[src/rtl/mem_io_responder.sv]
// Memory-side responder for the SLC-3 MAR/MDR interface.
// Services CPU read/write requests to asynchronous SRAM with a programmable
// number of wait states. The single word IO_ADDR is decoded as I/O: reads
// return the switches and writes update the hex display register.
//
// state   | meaning
// IDLE    | waiting for mem_ce; the request is latched on the accepting edge
// ACCESS  | SRAM strobes active for WAIT_STATES+1 cycles
// DONE    | ready pulse, strobes inactive
// RELEASE | waiting for mem_ce to drop so a held request is not repeated
module mem_io_responder #(
    parameter int          ADDR_W      = 16,
    parameter int          WAIT_STATES = 2,
    parameter logic [15:0] IO_ADDR     = 16'hFFFF
) (
    input  logic              clk,
    input  logic              reset,
    input  logic              mem_ce,
    input  logic              mem_we,
    input  logic [15:0]       mar,
    input  logic [15:0]       mdr,
    input  logic [15:0]       switches,
    output logic [15:0]       data_to_cpu,
    output logic              ready,
    output logic [15:0]       hex_out,
    output logic [ADDR_W-1:0] sram_addr,
    output logic [15:0]       sram_wdata,
    input  logic [15:0]       sram_rdata,
    output logic              sram_ce_n,
    output logic              sram_oe_n,
    output logic              sram_we_n
);

    typedef enum logic [1:0] {
        IDLE    = 2'd0,
        ACCESS  = 2'd1,
        DONE    = 2'd2,
        RELEASE = 2'd3
    } state_t;

    localparam logic [3:0] WAIT_INIT = 4'(WAIT_STATES);

    state_t      state_q;
    state_t      state_d;
    logic [15:0] addr_q;
    logic [15:0] wdata_q;
    logic        we_q;
    logic [3:0]  cnt_q;
    logic        is_io;

    assign is_io = (mar == IO_ADDR);

    // State register; reset abandons any access in flight.
    always_ff @(posedge clk) begin
        if (!reset) begin
            state_q <= IDLE;
        end else begin
            state_q <= state_d;
        end
    end

    // Next-state decode.
    always_comb begin
        state_d = state_q;
        case (state_q)
            IDLE: begin
                if (mem_ce) begin
                    state_d = is_io ? DONE : ACCESS;
                end
            end
            ACCESS: begin
                if (cnt_q == 4'd0) begin
                    state_d = DONE;
                end
            end
            DONE: begin
                state_d = RELEASE;
            end
            RELEASE: begin
                if (!mem_ce) begin
                    state_d = IDLE;
                end
            end
            default: begin
                state_d = IDLE;
            end
        endcase
    end

    // Strobes and ready decode from registers only, so they cannot glitch
    // on input changes.
    always_comb begin
        ready     = 1'b0;
        sram_ce_n = 1'b1;
        sram_oe_n = 1'b1;
        sram_we_n = 1'b1;
        if (state_q == DONE) begin
            ready = 1'b1;
        end
        if (state_q == ACCESS) begin
            sram_ce_n = 1'b0;
            sram_oe_n = we_q;
            sram_we_n = ~we_q;
        end
    end

    // Request latch, wait counter and registered data outputs.
    always_ff @(posedge clk) begin
        if (!reset) begin
            addr_q      <= 16'h0000;
            wdata_q     <= 16'h0000;
            we_q        <= 1'b0;
            cnt_q       <= 4'd0;
            data_to_cpu <= 16'h0000;
            hex_out     <= 16'h0000;
        end else begin
            case (state_q)
                IDLE: begin
                    if (mem_ce) begin
                        addr_q  <= mar;
                        wdata_q <= mdr;
                        we_q    <= mem_we;
                        cnt_q   <= WAIT_INIT;
                        if (is_io) begin
                            if (mem_we) begin
                                hex_out <= mdr;
                            end else begin
                                data_to_cpu <= switches;
                            end
                        end
                    end
                end
                ACCESS: begin
                    if (cnt_q != 4'd0) begin
                        cnt_q <= cnt_q - 4'd1;
                    end else if (!we_q) begin
                        data_to_cpu <= sram_rdata;
                    end
                end
                default: begin
                end
            endcase
        end
    end

    // Upper address bits beyond ADDR_W are dropped, not faulted.
    assign sram_addr  = addr_q[ADDR_W-1:0];
    assign sram_wdata = wdata_q;

endmodule

[config.mk]
export PLATFORM = sky130hd
export DESIGN_NAME = mem_io_responder
export DESIGN_NICKNAME = d
export VERILOG_FILES = /design/src/rtl/mem_io_responder.sv
export SDC_FILE = /design/constraint.sdc
export NUM_CORES = 1
export LEC_CHECK = 0
export BUFFER_PORTS_ARGS = -buffer_cell sky130_fd_sc_hd__buf_2
export CAP_MARGIN = 20
export CORE_MARGIN = 2
export CORE_UTILIZATION = 44
export CTS_BUF_LIST = sky130_fd_sc_hd__clkbuf_4
export CTS_CLUSTER_SIZE = 20
export DETAILED_ROUTE_END_ITERATION = 8
export PLACE_DENSITY_LB_ADDON = 0.12
export SETUP_SLACK_MARGIN = 0.4
export SYNTH_ARGS = -nofsm -noshare
export SYNTH_HDL_FRONTEND = slang
export SYNTH_SLANG_ARGS = --single-unit
[constraint.sdc]
create_clock -name clk -period 2 [get_ports clk]
set_input_delay 0.1 -clock clk [delete_from_list [all_inputs] [get_ports clk]]
set_output_delay 0.1 -clock clk [all_outputs]
set_load 0.005 [all_outputs]
==> summary.txt <==
Clock network
  • CTS Buffer Depth: 2
  • Root buffer cell: clkbuf_4
  • Clk sinks: 71
  • Worst skew pair latency: 0.41 ns
  • Clock-pin slew on the worst setup and hold paths: 0.11 ns
  • H-tree levels: 3
  • CTS tree: built
  • Total CTS buffers: 9

Floorplan
  • Core area: approximately 6700 sq um
  • Die H: a little under 90 um
  • Row count: 30
  • Die area: between 7000 and 8000 sq um
  • Initial Util: 0.449
  • Die X: between 80 and 90 um
  • # IOs: around 140

STA
  • Worst Skew: 0.0150 ns
  • Final period utilization: 0.823
  • PnR worst setup slack: 0.353 ns
  • Slew Limit Fails: 0
  • Fmax: roughly 610 MHz
  • RSZ-0062 raised after global routing: yes
  • Slew HR: 0.664
  • Worst-Margin Slew: between 0.5 and 0.6 ns
  • Final setup vio count: 0
  • Final hold violation count: 0
  • Worst hold margin: between 0.015 and 0.02 ns
  • Min Tclk post-route: 1.65 ns

Critical path
  • Critical path cell sequence: inv_2 -> ha_1 -> or3b_4 -> mux2_4 -> and4_1 -> o21a_1
  • Worst Setup Path Type: reg2reg
  • CP required: around 2.3 ns
  • Critical path arrival: approximately 2 ns
  • Setup crit start kind: flop
  • Largest stage delay, worst path: around 0.43 ns
  • R2r setup slk: approximately 0.35 ns
  • Cell family with most CP delay: simple AND/OR/NAND/NOR gates
  • Slowest CP cell: or3b_4
  • R2R Path End: cnt_q[2]
  • R2r startpoint: cnt_q[1]
  • CP endpoint kind: flop
  • WP buf/inv: 1
  • Cell count of the worst reg-to-reg path: 6
  • Worst-path fanout max: 5

Synthesis
  • Syn Nets: about 430
  • Share of flip-flops with an asynchronous set or reset: 0
  • Yosys cell types: 39
  • Sequential-to-total area share from yosys stat: 0.471
  • Post-synth EDFFs: 0
  • Synth warn: 0
  • Area contributors post-synth: dfxtp_1, a21oi_1, nand2_1, mux2i_1, nand3_1
  • Synthesized area per cell: about 8.6 sq um
  • Cells after Synth: 352
  • Synth Flop Type: dfxtp_1
  • #FFs+latches synth: 71
  • Synth area leader: dfxtp_1
  • Yosys top cell area share: 0.471
  • Post-Syn Area: between 3000 and 4000 sq um

Status
  • Status: complete, no violations

Worst hold path
  • WHS Path Cells: 3
  • Worst hold path type: in2reg
  • Worst hold path endpoint: data_to_cpu[9]
  • Min-delay src: switches[9]

Detailed routing
  • Residual DRC count: 0
  • Pre-antenna DRT Iters: 4
  • DR WL/cell: about 14 um
  • Via count: roughly 3,200
  • DRT iter0 DRCs: ~120
  • WL final: approximately 8.5 mm
  • DR vias/cell: 5.21
  • Remaining antenna violation count: 0

Layout
  • FF+latch area: between 1000 and 1500 sq um
  • Area growth, synth to finish: 50.0%
  • Multi-input logic area: roughly 1600 sq um
  • Fill cells: ~570
  • Final std cells w/o fill: just over 600
  • Layout cells sized above 1: 0.391
  • Final Cell Area: around 4500 sq um
  • # diodes: 0
  • NumNets Final: 599

Placement
  • Port Buffers: 135
  • Dpl hpwl: about 5.5 mm
  • Placed Cells: approximately 550
  • Placer congestion estimate: 0.804
  • DP Area: roughly 3800 sq um
  • Pre-CTS setup slack: -0.0254 ns

Power and ir drop
  • P per Cell Area: 1260 nW/um^2
  • Leak: between 2 and 2.5 nW
  • Peak supply drop: roughly 0.00090 V

Global route
  • Vias in the first global route: 2,964
  • First-pass GRT wire length: between 10 and 15 mm
  • Gr usage total: 0.216
  • Largest net degree at the start of global routing: 34
  • Gr ovfl total: 0
  • Initial antenna violation count: 0

Job
  • Max-cap violations: 0
[layer usage]
| layer | routed length, um | global-route usage | vias up |
|---|---|---|---|
| met1 | 3690 | 0.256 | 1479 |
| li1 | - | - | 1598 |
| met3 | 423 | 0.0429 | 11 |
| met2 | 4280 | 0.389 | 92 |
| met4 | 112 | 0.0696 | 0 |
| met5 | 0 | 0 | - |
[sequential cells by signal, indices dropped and copies added (netlist names)]
signal	count
data_to_cpu	16
cnt_q	4
we_q	1
sram_addr	16
hex_out	16
sram_wdata	16
state_q	2
[cells by family (layout without fill, tap and decap cells)]
kind of cell | count (synthesis) | count (layout) | synth area share
compound gates | 113 | 113 | 0.229
simple gates | 106 | 106 | 0.161
flops | 71 | 71 | 0.471
buf+inv | 38 | 216 | 0.0544
mux | 18 | 18 | 0.0602
fa+ha+maj | 6 | 6 | 0.0249
[synth_stat cells, drive strengths merged (2+ instances only)]
library cell  number
nor2b              2
clkbuf            20
a21oi             52
o21ai             18
nand2             69
nand2b             2
mux2i             17
nand4              5
o31ai              2
buf               10
and3               2
a211oi            11
a41oi              5
nand3             17
nor2               2
or4                2
ha                 6
o21a               6
dfxtp             71
a31oi             13
inv                7
[worst min-delay path, cell delays in order]
cell	delay, ns
buf_2	0.09
mux2i_1	0.11
a211oi_1	0.08
[area by class of cell]
cell class	instances	area share
Multi-Input combinational cell	243	0.348
Sequential cell	71	0.316
Timing Repair Buffer	192	0.273
Tap cell	80	0.0221
Clock inverter	7	0.0194
Clock buffer	9	0.0149
Inverter	8	0.00664
[how the worst max path moves through the flow]
| stage | start | endpoint | slack [ns] | cells after the start |
|---|---|---|---|---|
| 2_1_floorplan | state_q[1] | data_to_cpu[0] | 0.23 | 10 |
| 3_3_place_gp | mar[5] | data_to_cpu[1] | -0.005 | 5 |
| 3_5_place_dp | mar[5] | data_to_cpu[14] | -0.03 | 5 |
| 4_1_cts | cnt_q[0] | state_q[1] | 0.37 | 6 |
| 5_1_grt | state_q[0] | data_to_cpu[8] | 0.29 | 7 |
| 6_report | cnt_q[1] | cnt_q[2] | 0.35 | 6 |
[power by group]
part           total [W]  internal, W  leakage, nW  switching [W]
registers        0.00193      0.00175        0.581       0.000179
clock network    0.00101     0.000499       0.0871       0.000507
logic            0.00278      0.00134         1.35        0.00143
[timing repair]
action | CTS | global route
resized for setup | 14 | 21
endpoints found under the setup margin | 63 | 52
buffers inserted | 5 | 9
hold buffers | 33 | 0
endpoints found under the hold margin | 49 | 0
cloned | 0 | 0
pin swaps | 2 | 8
[stage by stage]
stage	util	TNS, ns	total power (W)
detailed placement	0.559	-0.177	0.00408
CTS	0.644	0	0.00532
global route	0.673	0	0.00609
floorplan	-	0	0.00349
global placement	0.559	-0.0482	0.00403
finish	0.673	0	0.00571
[placed cells by master, fill, tap and decap left out, types with 4 or more instances in the layout]
cell	count
a211oi_1	8
a21oi_1	52
a31oi_1	9
a31oi_2	4
a41oi_2	4
buf_2	135
buf_4	17
buf_6	4
clkbuf_4	9
dfxtp_1	67
dlygate4sd3_1	33
ha_1	4
inv_1	4
inv_2	4
mux2i_1	15
nand2_1	67
nand3_1	17
nand4_1	4
o21a_1	6
o21ai_0	16
Note: power is estimated with default switching activity, not from simulation.
